### config.mk
export PLATFORM = sky130hd
export DESIGN_NAME = multicycle_ctrl_p_flat
export DESIGN_NICKNAME = d
export VERILOG_FILES = /design/src/rtl/multicycle_pkg.sv /design/src/rtl/multicycle_ctrl_p_if.sv /design/src/rtl/mc_wait_timer.sv /design/src/rtl/multicycle_ctrl_p.sv /design/src/flat_wrapper.sv
export SDC_FILE = /design/constraint.sdc
export NUM_CORES = 1
export LEC_CHECK = 0
export ABC_AREA = 1
export BUFFER_PORTS_ARGS = -buffer_cell sky130_fd_sc_hd__buf_2
export CAP_MARGIN = 20
export CELL_PAD_IN_SITES_DETAIL_PLACEMENT = 1
export CELL_PAD_IN_SITES_GLOBAL_PLACEMENT = 1
export CORE_MARGIN = 5
export CORE_UTILIZATION = 40
export DETAILED_ROUTE_END_ITERATION = 8
export PLACE_DENSITY = 0.91
export SLEW_MARGIN = 20
export SYNTH_ARGS = -nofsm -noshare
export SYNTH_HDL_FRONTEND = slang
export SYNTH_SLANG_ARGS = --single-unit
### constraint.sdc
create_clock -name clk -period 2.15 [get_ports clk]
set_input_delay 0.215 -clock clk [delete_from_list [all_inputs] [get_ports clk]]
set_output_delay 0.215 -clock clk [all_outputs]
set_load 0.01 [all_outputs]
### src/rtl/multicycle_pkg.sv
// Shared encodings for the multicycle control unit: opcodes, FSM states,
// ALU operations and datapath mux selects.
package multicycle_pkg;

  localparam logic [3:0] OP_ADD  = 4'h0;
  localparam logic [3:0] OP_SUB  = 4'h1;
  localparam logic [3:0] OP_AND  = 4'h2;
  localparam logic [3:0] OP_OR   = 4'h3;
  localparam logic [3:0] OP_XOR  = 4'h4;
  localparam logic [3:0] OP_SLT  = 4'h5;
  localparam logic [3:0] OP_ADDI = 4'h6;
  localparam logic [3:0] OP_LW   = 4'h7;
  localparam logic [3:0] OP_SW   = 4'h8;
  localparam logic [3:0] OP_BEQ  = 4'h9;
  localparam logic [3:0] OP_BNE  = 4'hA;
  localparam logic [3:0] OP_BC   = 4'hB;
  localparam logic [3:0] OP_JMP  = 4'hC;
  localparam logic [3:0] OP_NOP  = 4'hD;
  localparam logic [3:0] OP_ILL  = 4'hE;
  localparam logic [3:0] OP_HALT = 4'hF;

  localparam logic [2:0] ALU_ADD = 3'b000;
  localparam logic [2:0] ALU_SUB = 3'b001;
  localparam logic [2:0] ALU_AND = 3'b010;
  localparam logic [2:0] ALU_OR  = 3'b011;
  localparam logic [2:0] ALU_XOR = 3'b100;
  localparam logic [2:0] ALU_SLT = 3'b101;

  localparam logic [1:0] SRCB_REGB = 2'b00;
  localparam logic [1:0] SRCB_ONE  = 2'b01;
  localparam logic [1:0] SRCB_IMM  = 2'b10;
  localparam logic [1:0] SRCB_OFF  = 2'b11;

  localparam logic [1:0] PCSRC_ALU    = 2'b00;
  localparam logic [1:0] PCSRC_ALUOUT = 2'b01;
  localparam logic [1:0] PCSRC_JUMP   = 2'b10;

  typedef enum logic [3:0] {
    S_FETCH   = 4'd0,
    S_DECODE  = 4'd1,
    S_EXEC_R  = 4'd2,
    S_EXEC_I  = 4'd3,
    S_ALU_WB  = 4'd4,
    S_MEM_ADR = 4'd5,
    S_MEM_RD  = 4'd6,
    S_MEM_WB  = 4'd7,
    S_MEM_WR  = 4'd8,
    S_BRANCH  = 4'd9,
    S_JUMP    = 4'd10,
    S_HALT    = 4'd11,
    S_ILLEGAL = 4'd12,
    S_FAULT   = 4'd13
  } state_t;

  // States that hold mem_req and therefore wait on mem_ready.
  function automatic logic is_mem_state(input state_t s);
    logic r;
    case (s)
      S_FETCH, S_MEM_RD, S_MEM_WR: r = 1'b1;
      default:                     r = 1'b0;
    endcase
    return r;
  endfunction

endpackage

### src/rtl/multicycle_ctrl_p_if.sv
// Control bus between the multicycle control unit (master) and the
// datapath/memory side (slave).
interface multicycle_ctrl_p_if #(
  parameter int OP_W   = 4,
  parameter int ALUC_W = 3,
  parameter int CNT_W  = 16
);
  logic [OP_W-1:0]   op;
  logic              zero;
  logic              carry;
  logic              mem_ready;
  logic              mem_req;
  logic              pcen;
  logic              memwrite;
  logic              irwrite;
  logic              regwrite;
  logic              alusrca;
  logic              iord;
  logic              memtoreg;
  logic              regdst;
  logic [1:0]        alusrcb;
  logic [1:0]        pcsrc;
  logic [ALUC_W-1:0] alucontrol;
  logic              halted;
  logic              fault;
  logic [CNT_W-1:0]  instret;

  modport master (
    input  op, zero, carry, mem_ready,
    output mem_req, pcen, memwrite, irwrite, regwrite, alusrca, iord,
           memtoreg, regdst, alusrcb, pcsrc, alucontrol, halted, fault, instret
  );

  modport slave (
    output op, zero, carry, mem_ready,
    input  mem_req, pcen, memwrite, irwrite, regwrite, alusrca, iord,
           memtoreg, regdst, alusrcb, pcsrc, alucontrol, halted, fault, instret
  );
endinterface

### src/rtl/mc_wait_timer.sv
// Counts consecutive memory wait cycles in one state and flags the cycle on
// which the wait budget runs out. MEM_TIMEOUT of 0 disables the flag.
module mc_wait_timer #(
  parameter int MEM_TIMEOUT = 64
) (
  input  logic clk,
  input  logic reset,
  input  logic clear,
  input  logic wait_cycle,
  output logic timeout
);
  localparam int CW = (MEM_TIMEOUT > 1) ? $clog2(MEM_TIMEOUT) : 1;
  localparam logic [CW-1:0] LIMIT = (MEM_TIMEOUT > 0) ? CW'(MEM_TIMEOUT - 1) : {CW{1'b0}};
  localparam logic ENABLED = (MEM_TIMEOUT > 0);

  logic [CW-1:0] count_r;

  // Saturating wait counter, zeroed whenever the FSM leaves its state.
  always_ff @(posedge clk) begin
    if (reset || clear) begin
      count_r <= {CW{1'b0}};
    end else if (wait_cycle && (count_r != LIMIT)) begin
      count_r <= count_r + CW'(1'b1);
    end else begin
      count_r <= count_r;
    end
  end

  assign timeout = ENABLED && wait_cycle && (count_r == LIMIT);

endmodule

### src/rtl/multicycle_ctrl_p.sv
// Multicycle processor control unit: FSM sequencing with a memory
// ready handshake, timeout fault, halt/illegal handling and instret counter.
module multicycle_ctrl_p
  import multicycle_pkg::*;
#(
  parameter int OP_W          = 4,
  parameter int ALUC_W        = 3,
  parameter int MEM_HANDSHAKE = 1,
  parameter int MEM_TIMEOUT   = 64,
  parameter int CNT_W         = 16
) (
  input  logic              clk,
  input  logic              reset,
  multicycle_ctrl_p_if.master bus
);

  state_t            state_r;
  state_t            next_state_s;
  logic              is_rtype_r;
  logic [CNT_W-1:0]  instret_r;
  logic              ready_s;
  logic              wait_s;
  logic              timeout_s;
  logic              state_change_s;
  logic              retire_s;
  logic              branch_taken_s;
  logic              mem_req_s;
  logic              pcen_s;
  logic              memwrite_s;
  logic              irwrite_s;
  logic              regwrite_s;
  logic              alusrca_s;
  logic              iord_s;
  logic              memtoreg_s;
  logic              regdst_s;
  logic [1:0]        alusrcb_s;
  logic [1:0]        pcsrc_s;
  logic [ALUC_W-1:0] alucontrol_s;
  logic              halted_s;
  logic              fault_s;

  function automatic state_t decode_target(input logic [OP_W-1:0] o);
    state_t t;
    case (o)
      OP_W'(OP_ADD), OP_W'(OP_SUB), OP_W'(OP_AND),
      OP_W'(OP_OR),  OP_W'(OP_XOR), OP_W'(OP_SLT):  t = S_EXEC_R;
      OP_W'(OP_ADDI):                               t = S_EXEC_I;
      OP_W'(OP_LW), OP_W'(OP_SW):                   t = S_MEM_ADR;
      OP_W'(OP_BEQ), OP_W'(OP_BNE), OP_W'(OP_BC):   t = S_BRANCH;
      OP_W'(OP_JMP):                                t = S_JUMP;
      OP_W'(OP_NOP):                                t = S_FETCH;
      OP_W'(OP_HALT):                               t = S_HALT;
      default:                                      t = S_ILLEGAL;
    endcase
    return t;
  endfunction

  assign ready_s        = (MEM_HANDSHAKE != 0) ? bus.mem_ready : 1'b1;
  assign wait_s         = is_mem_state(state_r) && !ready_s;
  assign state_change_s = (next_state_s != state_r);

  mc_wait_timer #(
    .MEM_TIMEOUT(MEM_TIMEOUT)
  ) u_wait_timer (
    .clk       (clk),
    .reset     (reset),
    .clear     (state_change_s),
    .wait_cycle(wait_s),
    .timeout   (timeout_s)
  );

  // Branch condition evaluated on the ALU flags of the current cycle.
  always_comb begin
    branch_taken_s = 1'b0;
    case (bus.op)
      OP_W'(OP_BEQ): branch_taken_s = bus.zero;
      OP_W'(OP_BNE): branch_taken_s = !bus.zero;
      OP_W'(OP_BC):  branch_taken_s = bus.carry;
      default:       branch_taken_s = 1'b0;
    endcase
  end

  // State register plus the R-type flag that ALU_WB needs after op is gone.
  always_ff @(posedge clk) begin
    if (reset) begin
      state_r    <= S_FETCH;
      is_rtype_r <= 1'b0;
    end else begin
      state_r <= next_state_s;
      if (state_r == S_DECODE) begin
        is_rtype_r <= (decode_target(bus.op) == S_EXEC_R);
      end else begin
        is_rtype_r <= is_rtype_r;
      end
    end
  end

  // Next-state and control-bus decode.
  always_comb begin
    next_state_s = state_r;
    retire_s     = 1'b0;
    mem_req_s    = 1'b0;
    pcen_s       = 1'b0;
    memwrite_s   = 1'b0;
    irwrite_s    = 1'b0;
    regwrite_s   = 1'b0;
    alusrca_s    = 1'b0;
    iord_s       = 1'b0;
    memtoreg_s   = 1'b0;
    regdst_s     = 1'b0;
    alusrcb_s    = SRCB_REGB;
    pcsrc_s      = PCSRC_ALU;
    alucontrol_s = ALUC_W'(ALU_ADD);
    halted_s     = 1'b0;
    fault_s      = 1'b0;
    case (state_r)
      S_FETCH: begin
        mem_req_s = 1'b1;
        alusrcb_s = SRCB_ONE;
        if (timeout_s) begin
          next_state_s = S_FAULT;
        end else if (ready_s) begin
          irwrite_s    = 1'b1;
          pcen_s       = 1'b1;
          next_state_s = S_DECODE;
        end else begin
          next_state_s = S_FETCH;
        end
      end
      S_DECODE: begin
        alusrcb_s    = SRCB_OFF;
        next_state_s = decode_target(bus.op);
        retire_s     = (decode_target(bus.op) == S_FETCH);
      end
      S_EXEC_R: begin
        alusrca_s    = 1'b1;
        alucontrol_s = ALUC_W'(bus.op[2:0]);
        next_state_s = S_ALU_WB;
      end
      S_EXEC_I: begin
        alusrca_s    = 1'b1;
        alusrcb_s    = SRCB_IMM;
        next_state_s = S_ALU_WB;
      end
      S_ALU_WB: begin
        regwrite_s   = 1'b1;
        regdst_s     = is_rtype_r;
        retire_s     = 1'b1;
        next_state_s = S_FETCH;
      end
      S_MEM_ADR: begin
        alusrca_s    = 1'b1;
        alusrcb_s    = SRCB_IMM;
        next_state_s = (bus.op == OP_W'(OP_LW)) ? S_MEM_RD : S_MEM_WR;
      end
      S_MEM_RD: begin
        mem_req_s = 1'b1;
        iord_s    = 1'b1;
        if (timeout_s) begin
          next_state_s = S_FAULT;
        end else if (ready_s) begin
          next_state_s = S_MEM_WB;
        end else begin
          next_state_s = S_MEM_RD;
        end
      end
      S_MEM_WB: begin
        regwrite_s   = 1'b1;
        memtoreg_s   = 1'b1;
        retire_s     = 1'b1;
        next_state_s = S_FETCH;
      end
      S_MEM_WR: begin
        mem_req_s  = 1'b1;
        iord_s     = 1'b1;
        memwrite_s = 1'b1;
        if (timeout_s) begin
          next_state_s = S_FAULT;
        end else if (ready_s) begin
          retire_s     = 1'b1;
          next_state_s = S_FETCH;
        end else begin
          next_state_s = S_MEM_WR;
        end
      end
      S_BRANCH: begin
        alusrca_s    = 1'b1;
        alucontrol_s = ALUC_W'(ALU_SUB);
        pcsrc_s      = PCSRC_ALUOUT;
        pcen_s       = branch_taken_s;
        retire_s     = 1'b1;
        next_state_s = S_FETCH;
      end
      S_JUMP: begin
        pcsrc_s      = PCSRC_JUMP;
        pcen_s       = 1'b1;
        retire_s     = 1'b1;
        next_state_s = S_FETCH;
      end
      S_HALT: begin
        halted_s = 1'b1;
      end
      S_ILLEGAL, S_FAULT: begin
        halted_s = 1'b1;
        fault_s  = 1'b1;
      end
      default: begin
        halted_s     = 1'b1;
        fault_s      = 1'b1;
        next_state_s = S_FAULT;
      end
    endcase
  end

  // Retired-instruction counter, wraps naturally at 2^CNT_W.
  always_ff @(posedge clk) begin
    if (reset) begin
      instret_r <= {CNT_W{1'b0}};
    end else if (retire_s) begin
      instret_r <= instret_r + CNT_W'(1'b1);
    end else begin
      instret_r <= instret_r;
    end
  end

  // Reset forces the whole bus low immediately, before the state register updates.
  assign bus.mem_req    = mem_req_s  & ~reset;
  assign bus.pcen       = pcen_s     & ~reset;
  assign bus.memwrite   = memwrite_s & ~reset;
  assign bus.irwrite    = irwrite_s  & ~reset;
  assign bus.regwrite   = regwrite_s & ~reset;
  assign bus.alusrca    = alusrca_s  & ~reset;
  assign bus.iord       = iord_s     & ~reset;
  assign bus.memtoreg   = memtoreg_s & ~reset;
  assign bus.regdst     = regdst_s   & ~reset;
  assign bus.alusrcb    = reset ? 2'b00 : alusrcb_s;
  assign bus.pcsrc      = reset ? 2'b00 : pcsrc_s;
  assign bus.alucontrol = reset ? {ALUC_W{1'b0}} : alucontrol_s;
  assign bus.halted     = halted_s   & ~reset;
  assign bus.fault      = fault_s    & ~reset;
  assign bus.instret    = reset ? {CNT_W{1'b0}} : instret_r;

endmodule
### src/flat_wrapper.sv
// flat-port wrapper written by rule: the top's interface ports become plain ports
module multicycle_ctrl_p_flat import multicycle_pkg::*;
#(
  parameter int OP_W          = 4,
  parameter int ALUC_W        = 3,
  parameter int MEM_HANDSHAKE = 1,
  parameter int MEM_TIMEOUT   = 64,
  parameter int CNT_W         = 16
)
  (clk, reset, bus_op, bus_zero, bus_carry, bus_mem_ready, bus_mem_req, bus_pcen, bus_memwrite, bus_irwrite, bus_regwrite, bus_alusrca, bus_iord, bus_memtoreg, bus_regdst, bus_alusrcb, bus_pcsrc, bus_alucontrol, bus_halted, bus_fault, bus_instret);
  multicycle_ctrl_p_if #(.OP_W(OP_W), .ALUC_W(ALUC_W), .CNT_W(CNT_W)) bus_i ();
  input  logic clk;
  input  logic reset;
  input wire logic [$bits(bus_i.op)-1:0] bus_op;
  input wire logic [$bits(bus_i.zero)-1:0] bus_zero;
  input wire logic [$bits(bus_i.carry)-1:0] bus_carry;
  input wire logic [$bits(bus_i.mem_ready)-1:0] bus_mem_ready;
  output wire logic [$bits(bus_i.mem_req)-1:0] bus_mem_req;
  output wire logic [$bits(bus_i.pcen)-1:0] bus_pcen;
  output wire logic [$bits(bus_i.memwrite)-1:0] bus_memwrite;
  output wire logic [$bits(bus_i.irwrite)-1:0] bus_irwrite;
  output wire logic [$bits(bus_i.regwrite)-1:0] bus_regwrite;
  output wire logic [$bits(bus_i.alusrca)-1:0] bus_alusrca;
  output wire logic [$bits(bus_i.iord)-1:0] bus_iord;
  output wire logic [$bits(bus_i.memtoreg)-1:0] bus_memtoreg;
  output wire logic [$bits(bus_i.regdst)-1:0] bus_regdst;
  output wire logic [$bits(bus_i.alusrcb)-1:0] bus_alusrcb;
  output wire logic [$bits(bus_i.pcsrc)-1:0] bus_pcsrc;
  output wire logic [$bits(bus_i.alucontrol)-1:0] bus_alucontrol;
  output wire logic [$bits(bus_i.halted)-1:0] bus_halted;
  output wire logic [$bits(bus_i.fault)-1:0] bus_fault;
  output wire logic [$bits(bus_i.instret)-1:0] bus_instret;
  assign bus_i.op = bus_op;
  assign bus_i.zero = bus_zero;
  assign bus_i.carry = bus_carry;
  assign bus_i.mem_ready = bus_mem_ready;
  assign bus_mem_req = bus_i.mem_req;
  assign bus_pcen = bus_i.pcen;
  assign bus_memwrite = bus_i.memwrite;
  assign bus_irwrite = bus_i.irwrite;
  assign bus_regwrite = bus_i.regwrite;
  assign bus_alusrca = bus_i.alusrca;
  assign bus_iord = bus_i.iord;
  assign bus_memtoreg = bus_i.memtoreg;
  assign bus_regdst = bus_i.regdst;
  assign bus_alusrcb = bus_i.alusrcb;
  assign bus_pcsrc = bus_i.pcsrc;
  assign bus_alucontrol = bus_i.alucontrol;
  assign bus_halted = bus_i.halted;
  assign bus_fault = bus_i.fault;
  assign bus_instret = bus_i.instret;
  multicycle_ctrl_p #(.OP_W(OP_W), .ALUC_W(ALUC_W), .MEM_HANDSHAKE(MEM_HANDSHAKE), .MEM_TIMEOUT(MEM_TIMEOUT), .CNT_W(CNT_W)) u_core (.clk(clk), .reset(reset), .bus(bus_i));
endmodule
* Word-level counts from Yosys, hierarchy flattened *
Memory sizes are Yosys's and may differ from the RTL's.
Cells that the tools add are included.

storage, ports and cells
  bits in registers = 27
  memory bits (read-only) = 192
  input port bits = 9
  word-level logic and storage cells = 93
  memories = 3

cells by class
  $add $sub $neg = 2
  eq/ne operators = 21
  mux-type cells = 33
  bitwise gates (word level) = 12
  reductions and logical operators = 18

memories
  name             words  width  rd ports  clocked after Yosys merged registers in  write ports  line                     RTL
  (no name shown)  16     4      1         0                                        0            multicycle_ctrl_p.sv:44  case (o)
  (no name shown)  16     4      1         0                                        0            multicycle_ctrl_p.sv:44
  (no name shown)  16     4      1         0                                        0            multicycle_ctrl_p.sv:44

operators with widths
  cell                     number
  $eq A4 B4 Y1 const B     9
  $mux W4                  8
  $pmux W4 S8              1
  $eq A4 B3 Y1 const B     5
  $add A16 B1 Y16 const B  1
  $mux W16                 1
  $mux W1                  14
  $eq A4 B2 Y1 const B     3
  $reduce_or A12 Y1        1
  $and A1 B1 Y1            11
  $reduce_or A11 Y1        1
  $pmux W1 S3              3
  $logic_not A4 Y1         2
  $reduce_or A2 Y1         4
  $reduce_or A4 Y1         2
  $add A6 B1 Y6 const B    1
  $eq A6 B6 Y1 const B     1
  $ne A6 B6 Y1 const B     1
  $pmux W2 S3              1
  $pmux W3 S2              1
  $reduce_or A3 Y1         2
  $eq A4 B1 Y1 const B     1
  $mux W2                  2
  $ne A4 B4 Y1             1
  6 further kinds          9

* Logic depth before layout (Yosys ltp) *
Gate-level depths: netlist of run 1.

  depth in word-level cells = 9
  depth in mapped cells = 13
  mapped depth without buffers = 13

* Cells and area by module *
From an unflattened synthesis of run 1, not the netlist that was laid out.

second synthesis, totals
  cell total of the unflattened synthesis = 373
  area total of the unflattened synthesis = 2,319.7 sq um

modules (own cells, without submodules)
  module             times used  cells an instance  area an instance (sq um)  seq. area each (sq um)
  multicycle_ctrl_p  1           326                1,986.9                   420.4
  mc_wait_timer      1           47                 332.8                     120.1

* Worst setup path after synthesis of run 1 *
No wires, ideal clock.

  path kind = flip-flop to flip-flop
  start = register u_core.u_wait_timer.count_r[0]
  end = register u_core.u_wait_timer.count_r[0]
  arrival time = 1.484 ns
  data required time = 2.077 ns
  setup slack = 0.593 ns
  stages on the path, launching flop included = 11
  path buffers = 0
  cells stage by stage = dfxtp_1 > ha_1 > nand3_1 > nor2_4 > nor2_2 > inv_1 > o21ai_1 > nand3_1 > nand2_2 > nand3_4 > nor3_2

on the way
  word-level cells in the longest chain between the ends = 6
  elaborated cells between the ends (all ways) = 11
  those cells by class = add/sub: 1; eq/ne: 3; mux: 4; reduce/logical: 3

RTL lines
  what                               line                                                                          RTL
  start, declared                    mc_wait_timer.sv:16                                                           logic [CW-1:0] count_r;
  start signal, assigned             mc_wait_timer.sv:21                                                           count_r <= {CW{1'b0}};
  start signal, assigned             mc_wait_timer.sv:23                                                           count_r <= count_r + CW'(1'b1);
  start signal, assigned             mc_wait_timer.sv:25                                                           count_r <= count_r;
  $eq A6 B6 Y1                       mc_wait_timer.sv:29                                                           assign timeout = ENABLED && wait_cycle && (count_r == LIMIT);
  $logic_and A1 B1 Y1                mc_wait_timer.sv:29
  $mux W4, on equally long branches  multicycle_ctrl_p.sv:177, multicycle_ctrl_p.sv:120, multicycle_ctrl_p.sv:159
  $pmux W4 S8                        multicycle_ctrl_p.sv:116                                                      case (state_r)
  $ne A4 B4 Y1                       multicycle_ctrl_p.sv:60                                                       assign state_change_s = (next_state_s != state_r);
  $logic_or A1 B1 Y1                 mc_wait_timer.sv:20                                                           if (reset || clear) begin

Several ways; a longest one is shown, not always the timed one.
A chain may end at the register's enable or synchronous reset.

* Final worst setup path of run 1 *
  start = register u_core.state_r[3]
  end = output bus_pcen

on the way
  word-level cells in the longest chain between the ends = 8
  elaborated cells between the ends (all ways) = 12
  those cells by class = eq/ne: 4; mux: 3; bitwise: 1; reduce/logical: 4

RTL lines
  what                                        line                      RTL
  start, declared                             multicycle_ctrl_p.sv:17   state_t state_r;
  start signal, assigned                      multicycle_ctrl_p.sv:89   state_r <= next_state_s;
  $eq A4 B3 Y1, or another cell as far along  multicycle_pkg.sv:58      case (s)
  $reduce_or A3 Y1 (no line)                  -
  $mux W1                                     multicycle_pkg.sv:58
  $logic_and A1 B1 Y1                         multicycle_ctrl_p.sv:59   assign wait_s = is_mem_state(state_r) && !ready_s;
  $logic_and A1 B1 Y1                         mc_wait_timer.sv:29
  $mux W1                                     multicycle_ctrl_p.sv:120  if (timeout_s) begin
  $pmux W1 S3 *                               multicycle_ctrl_p.sv:116
  $and A1 B1 Y1 *                             multicycle_ctrl_p.sv:228  assign bus.pcen = pcen_s & ~reset;
  end, declared                               flat_wrapper.sv:19        output wire logic [$bits(bus_i.pcen)-1:0] bus_pcen;

Mark *: on every way between the ends. The rest lies on a longest branch, timed or not.

==> results.json, run 1 <==
{
  "viasPerCell": 5.20,
  "clkLatencyLatePin_ns": 0.29,
  "drv_cap": 0,
  "cts_setup_buffers": 0,
  "whs_ns": 0.292,
  "multiInputGateArea_um2": 1570,
  "grt_overflow": 0,
  "coreArea_um2": 5890,
  "final_cell_count_no_fill": 481,
  "status": "finished, final reports clean",
  "drc_errors": 0,
  "drt_iter0_markers": 135,
  "worstSetupStartpointType": "flip-flop",
  "ctsRootBufferMaster": "clkbuf_8",
  "post-route-period-util_pct": 89.9,
  "grt_antenna_before_repair": 0,
  "rows": 28,
  "cts_sinks": 27,
  "r2r-end": "u_core.instret_r[2]",
  "grt_max_degree": 33,
  "area_growth_pct": 12.8,
  "leakagePower_nw": 1.28,
  "powerDensity_nw_per_um2": 444,
  "cts_tree": "yes",
  "comb_power_share_pct": 29.3,
  "r2r_start": "u_core.state_r[0]",
  "fin_skew_ns": 0.00385,
  "hpwl_um": 5740,
  "cts_hold_buf": 0,
  "grt_pass1_wl_um": 12100,
  "fin_nets": 424,
  "antenna_cells": 0,
  "r2r_slack_ns": 0.27,
  "syn_nets": 383,
  "dr.pass1.iters": 4,
  "fp.dieH_um": 87.7,
  "synthesis.area_um2": 2420,
  "setup_viol": 0,
  "path_class": "reg2out",
  "required_ns": 1.93,
  "synth_cell_types": 36,
  "arrival_ns": 1.72,
  "dp.cells": 477,
  "power_frac_seq_pct": 44.2,
  "port_buffers": 42,
  "worstRegToRegCells": 9,
  "cts_made_buffers": 3,
  "final-seq-area_um2": 541,
  "drive_gt1_share_pct": 24.9,
  "dieArea_um2": 7700,
  "syn_avg_cell_area_um2": 6.60,
  "synth_seq_cells": 27,
  "crit_start": "u_core.state_r[3]",
  "num_vias": 2502,
  "clock_path_buffers": 2,
  "place_area_um2": 2680,
  "synth_seq_area_share_pct": 22.4,
  "cts_max_level": 1,
  "power_frac_clock_pct": 26.5,
  "endpoint": "bus_pcen",
  "final_hold_viol_count": 0,
  "whs_path_depth": 2,
  "gp_congestion": 0.887,
  "n_fill_cell": 818,
  "switchingPower_mw": 0.455,
  "worst-slew-pin-transition_ns": 0.537,
  "fin_crit_ns": 1.93,
  "drv_slew": 0,
  "synthCells": 366,
  "yosys_warnings": 0,
  "path_clk_slew_ns": 0.10,
  "cp-end-kind": "output pin",
  "swShare_pct": 37.6,
  "final_area_um2": 2730,
  "crit_fanout": 8,
  "grt_usage_pct": 19.8,
  "boundaryPins": 43,
  "rsz0062_at_grt": "no",
  "hp-class": "in2reg",
  "ant_nets": 0,
  "slew_headroom_pct": 64.2,
  "worstHoldStart": "reset",
  "max_freq_ghz": 0.518,
  "drt-wirelength-per-cell_um": 14.9,
  "initial_core_util_pct": 41.1,
  "power.internal_mw": 0.757,
  "tns_ns": 0,
  "routed_wl_um": 7170,
  "irDropWorstVdd_mv": 0.252,
  "die_w_um": 87.7,
  "grt_pass1_vias": 2545,
  "cts_resized": 0
}
[layer usage]
metal	GRT usage [%]	part of all wire, %	vias up
li1	-	-	1245
met1	24.0	44	1203
met2	35.5	51	43
met3	2.45	3.2	11
met4	7.25	2.1	0
met5	0	0	-
[flip-flops by register name (all words and copies together), names as in the netlist]
signal                       flops
u_core.u_wait_timer.count_r      6
u_core.state_r                   4
u_core.is_rtype_r                1
u_core.instret_r                16
[worst min path at each step]
stage / endpoint
final: u_core.instret_r[4]
after global routing: u_core.is_rtype_r
after CTS: u_core.instret_r[4]
after detailed placement: u_core.is_rtype_r
after global placement: u_core.is_rtype_r
after floorplan: u_core.instret_r[4]
[logic make-up after synthesis]
family                     count (synthesis)  synth area share [%]
AOI/OAI and AO/OA                         33                  7.97
xor gates and xnor gates                  16                  5.80
adders and majority gates                  8                  4.14
buffers and inverters                     64                  12.5
DFF                                       27                  22.4
and+or+nand+nor                          218                  47.2
[synthesized netlist by cell type, drive strengths merged]
master,instances,area [um2]
inv,49,196
nor2,55,289
clkbuf,5,18.8
buf,9,83.8
a21oi,25,144
o21a,1,7.51
nand2,92,398
o21ai,3,15.0
nor3,12,90.1
nand3b,2,15.0
clkinv,1,3.75
nand3,49,280
nand4,8,68.8
xnor2,4,35.0
ha,8,100
o211ai,1,7.51
xor2,12,105
a31oi,2,12.5
o22ai,1,6.26
dfxtp,27,541
[through the flow]
step | setup slack, ns | util [%] | power (mW)
detailed placement | 0.288 | 45.5 | 0.901
CTS | 0.213 | 46.3 | 1.22
finish | 0.218 | 46.3 | 1.21
global route | 0.116 | 46.3 | 1.28
global placement | 0.334 | 45.5 | 0.888
floorplan | 0.593 | - | 0.819
[cell type report]
| cell class | instances | share of cell area [%] |
|---|---|---|
| clock buffer | 3 | 1.51 |
| clock inverter | 1 | 0.275 |
| inverter | 50 | 7.34 |
| multi-input combinational | 275 | 57.7 |
| sequential | 27 | 19.8 |
| tap | 75 | 3.44 |
| timing repair buffer | 50 | 9.91 |
[power groups by stage]
stage,clock (mW),sequential [mW],combinational [mW]
after floorplan,0,0.530,0.289
after global placement,0,0.546,0.342
after detailed placement,0,0.547,0.354
after CTS,0.324,0.535,0.356
after global routing,0.349,0.539,0.391
final,0.321,0.536,0.355
[placed cells by master (no fill, tap or decap), drive strengths merged, types with 3 or more instances in the layout]
| cell type | instances |
|---|---|
| clkbuf | 3 |
| nor2 | 55 |
| a21oi | 25 |
| xnor2 | 4 |
| ha | 8 |
| buf | 50 |
| nor3 | 12 |
| o21ai | 3 |
| nand3 | 49 |
| nand2 | 92 |
| xor2 | 12 |
| inv | 49 |
| nand4 | 8 |
| dfxtp | 27 |
[worst max-delay path, cell delays in order (launching register included)]
cell and delay [ns]:
dfxtp_1 0.67, inv_4 0.11, nor2_8 0.15, nand2_1 0.12
a31oi_1 0.22, buf_2 0.16
(Power assumes the default switching activity.)
==> inputs of run 2 (changes only) <==
- CORE_MARGIN: 5 -> 4
==> run 2 against run 1 <==
Compared with the run above:
- setup slack improved by 0.093 ns
- maximum frequency increased by 5.1%
- sequential share of layout area increased by 0.073 points
- via count decreased by 1.8%
- global-route usage decreased by 0.24 points
- cell count decreased by 0.21%
- critical path depth unchanged
- die area decreased by 4.5%
- sequential power decreased by 1%
- largest cell class unchanged
- highest routed layer unchanged
==> results.json, run 2 (synthesis results as in run 1) <==
{
  "final_hold_viol_count": 0,
  "grt_max_degree": 23,
  "fin_crit_ns": 1.84,
  "grt_pass1_vias": 2536,
  "setup_viol": 0,
  "worst-slew-pin-transition_ns": 0.410,
  "r2r_start": "u_core.state_r[1]",
  "cts_setup_buffers": 0,
  "largest_reg_flops": 16,
  "final_cell_count_no_fill": 480,
  "grt_antenna_before_repair": 0,
  "area_growth_pct": 12.4,
  "dp_slack_ns": 0.257,
  "grt_pass1_wl_um": 11900,
  "cts_made_buffers": 3,
  "worstSetupStartpointType": "flip-flop",
  "reg.largest.list": "u_core.instret_r: 16 flops, u_core.u_wait_timer.count_r: 6 flops, u_core.state_r: 4 flops",
  "leakagePower_nw": 1.27,
  "rsz0062_at_grt": "no",
  "dieArea_um2": 7350,
  "num_vias": 2456,
  "utilization_pct": 46.2,
  "cts_hold_buf": 0,
  "antenna_cells": 0,
  "status": "finished, final reports clean",
  "worstRegToRegCells": 9,
  "drv_slew": 0,
  "initial_core_util_pct": 41.1,
  "hpwl_um": 5690,
  "layout_common_cells": "nand2_1 (81), nand3_1 (45), nor2_1 (43), buf_2 (42), inv_1 (41)",
  "irDropWorstVdd_mv": 0.233,
  "clock_path_buffers": 2,
  "arrival_ns": 1.62,
  "path_class": "reg2out",
  "ant_nets": 0,
  "post-route-period-util_pct": 85.5,
  "rows": 28,
  "cp-end-kind": "output pin",
  "cp_slowest_stage_delay_ns": 0.58,
  "die_w_um": 85.7,
  "r2r_slack_ns": 0.34,
  "fin_skew_ns": 0.0105,
  "path_cells": "inv_4 -> nor2_4 -> nand2_1 -> a31oi_1 -> buf_2",
  "grt_usage_pct": 19.5,
  "clkLatencyLatePin_ns": 0.29,
  "whs_path_depth": 3,
  "drv_cap": 0,
  "cts_resized": 0,
  "hold_end": "u_core.instret_r[11]",
  "ctsRootBufferMaster": "clkbuf_8",
  "fin_nets": 423,
  "boundaryPins": 43,
  "setup_ws_ns": 0.311,
  "fp.dieH_um": 85.7,
  "powerDensity_nw_per_um2": 440,
  "crit_fanout": 9,
  "cpMaxStageDelayCell": "dfxtp_1",
  "port_buffers": 42,
  "drc_errors": 0,
  "routed_wl_um": 6980,
  "max_freq_ghz": 0.544,
  "viasPerCell": 5.12,
  "hp-class": "in2reg",
  "largest-register": "u_core.instret_r",
  "required_ns": 1.93,
  "slew_headroom_pct": 72.6,
  "grt_overflow": 0,
  "drt_iter0_markers": 123,
  "dr.pass1.iters": 4,
  "gp_congestion": 0.918,
  "final_common_cell": "nand2_1",
  "drive_gt1_share_pct": 24.7,
  "path_clk_slew_ns": 0.11,
  "drt-wirelength-per-cell_um": 14.5,
  "tns_ns": 0,
  "worstHoldStart": "reset",
  "whs_ns": 0.407,
  "coreArea_um2": 5890,
  "cts_sinks": 27,
  "cts_tree": "yes",
  "dp.cells": 476,
  "r2r-end": "u_core.instret_r[0]",
  "cts_max_level": 1
}
==> run 2: changes by cell type in the layout (fill, tap and decap cells not counted), sizes merged <==
cell / previous run / this run
buf: 50 / 49
clkinv: 1 / 2
clkinvlp: 1 / 0
==> run 2: cell type report <==
| cell class | count | area [um2] |
|---|---|---|
| fill | 799 | 3170 |
| multi-input combinational | 275 | 1570 |
| sequential | 27 | 541 |
| timing repair buffer | 49 | 263 |
| inverter | 50 | 200 |
| tap | 75 | 93.8 |
| clock buffer | 3 | 41.3 |
| clock inverter | 1 | 5.00 |
==> run 2: per-layer routing <==
| metal | track usage, % | vias to the layer above | share of wire, % |
|---|---|---|---|
| met2 | 35.6 | 42 | 50 |
| met5 | 0 | - | 0 |
| met4 | 3.31 | 0 | 0.72 |
| li1 | - | 1241 | - |
| met1 | 24.9 | 1168 | 46 |
| met3 | 2.31 | 5 | 3.0 |
==> run 2: how the worst max path moves through the flow <==
stage                                     endpoint  slack, ns                           start
global placement               u_core.instret_r[5]       0.35                       bus_op[0]
CTS                                       bus_pcen       0.30               u_core.state_r[1]
global route        u_core.u_wait_timer.count_r[5]       0.15  u_core.u_wait_timer.count_r[0]
finish                                    bus_pcen       0.31               u_core.state_r[1]
detailed placement             u_core.instret_r[2]       0.26                       bus_op[0]
floorplan           u_core.u_wait_timer.count_r[0]       0.59  u_core.u_wait_timer.count_r[0]
==> run 2: per-stage QoR <==
stage / area, um2 / power, mW
6_report: 2720 / 1.20
3_3_place_gp: 2670 / 0.887
5_1_grt: 2720 / 1.26
2_1_floorplan: 2420 / 0.819
3_5_place_dp: 2670 / 0.900
4_1_cts: 2720 / 1.20
==> run 2: report_power, final <==
group | internal (mW) | switching [mW] | leakage, nW | total, mW
Sequential | 0.511 | 0.0166 | 0.218 | 0.528
Combinational | 0.111 | 0.248 | 1.03 | 0.359
Clock | 0.131 | 0.178 | 0.0255 | 0.309
Total | 0.753 | 0.443 | 1.27 | 1.20
==> run 2: critical path: cells and delay by family, from the launching register on <==
kind / cells / cell delay, ns
AO/OA/AOI/OAI: 1 / 0.21
AND/OR/NAND/NOR: 2 / 0.28
buffers and inverters: 2 / 0.27
flip-flops: 1 / 0.58
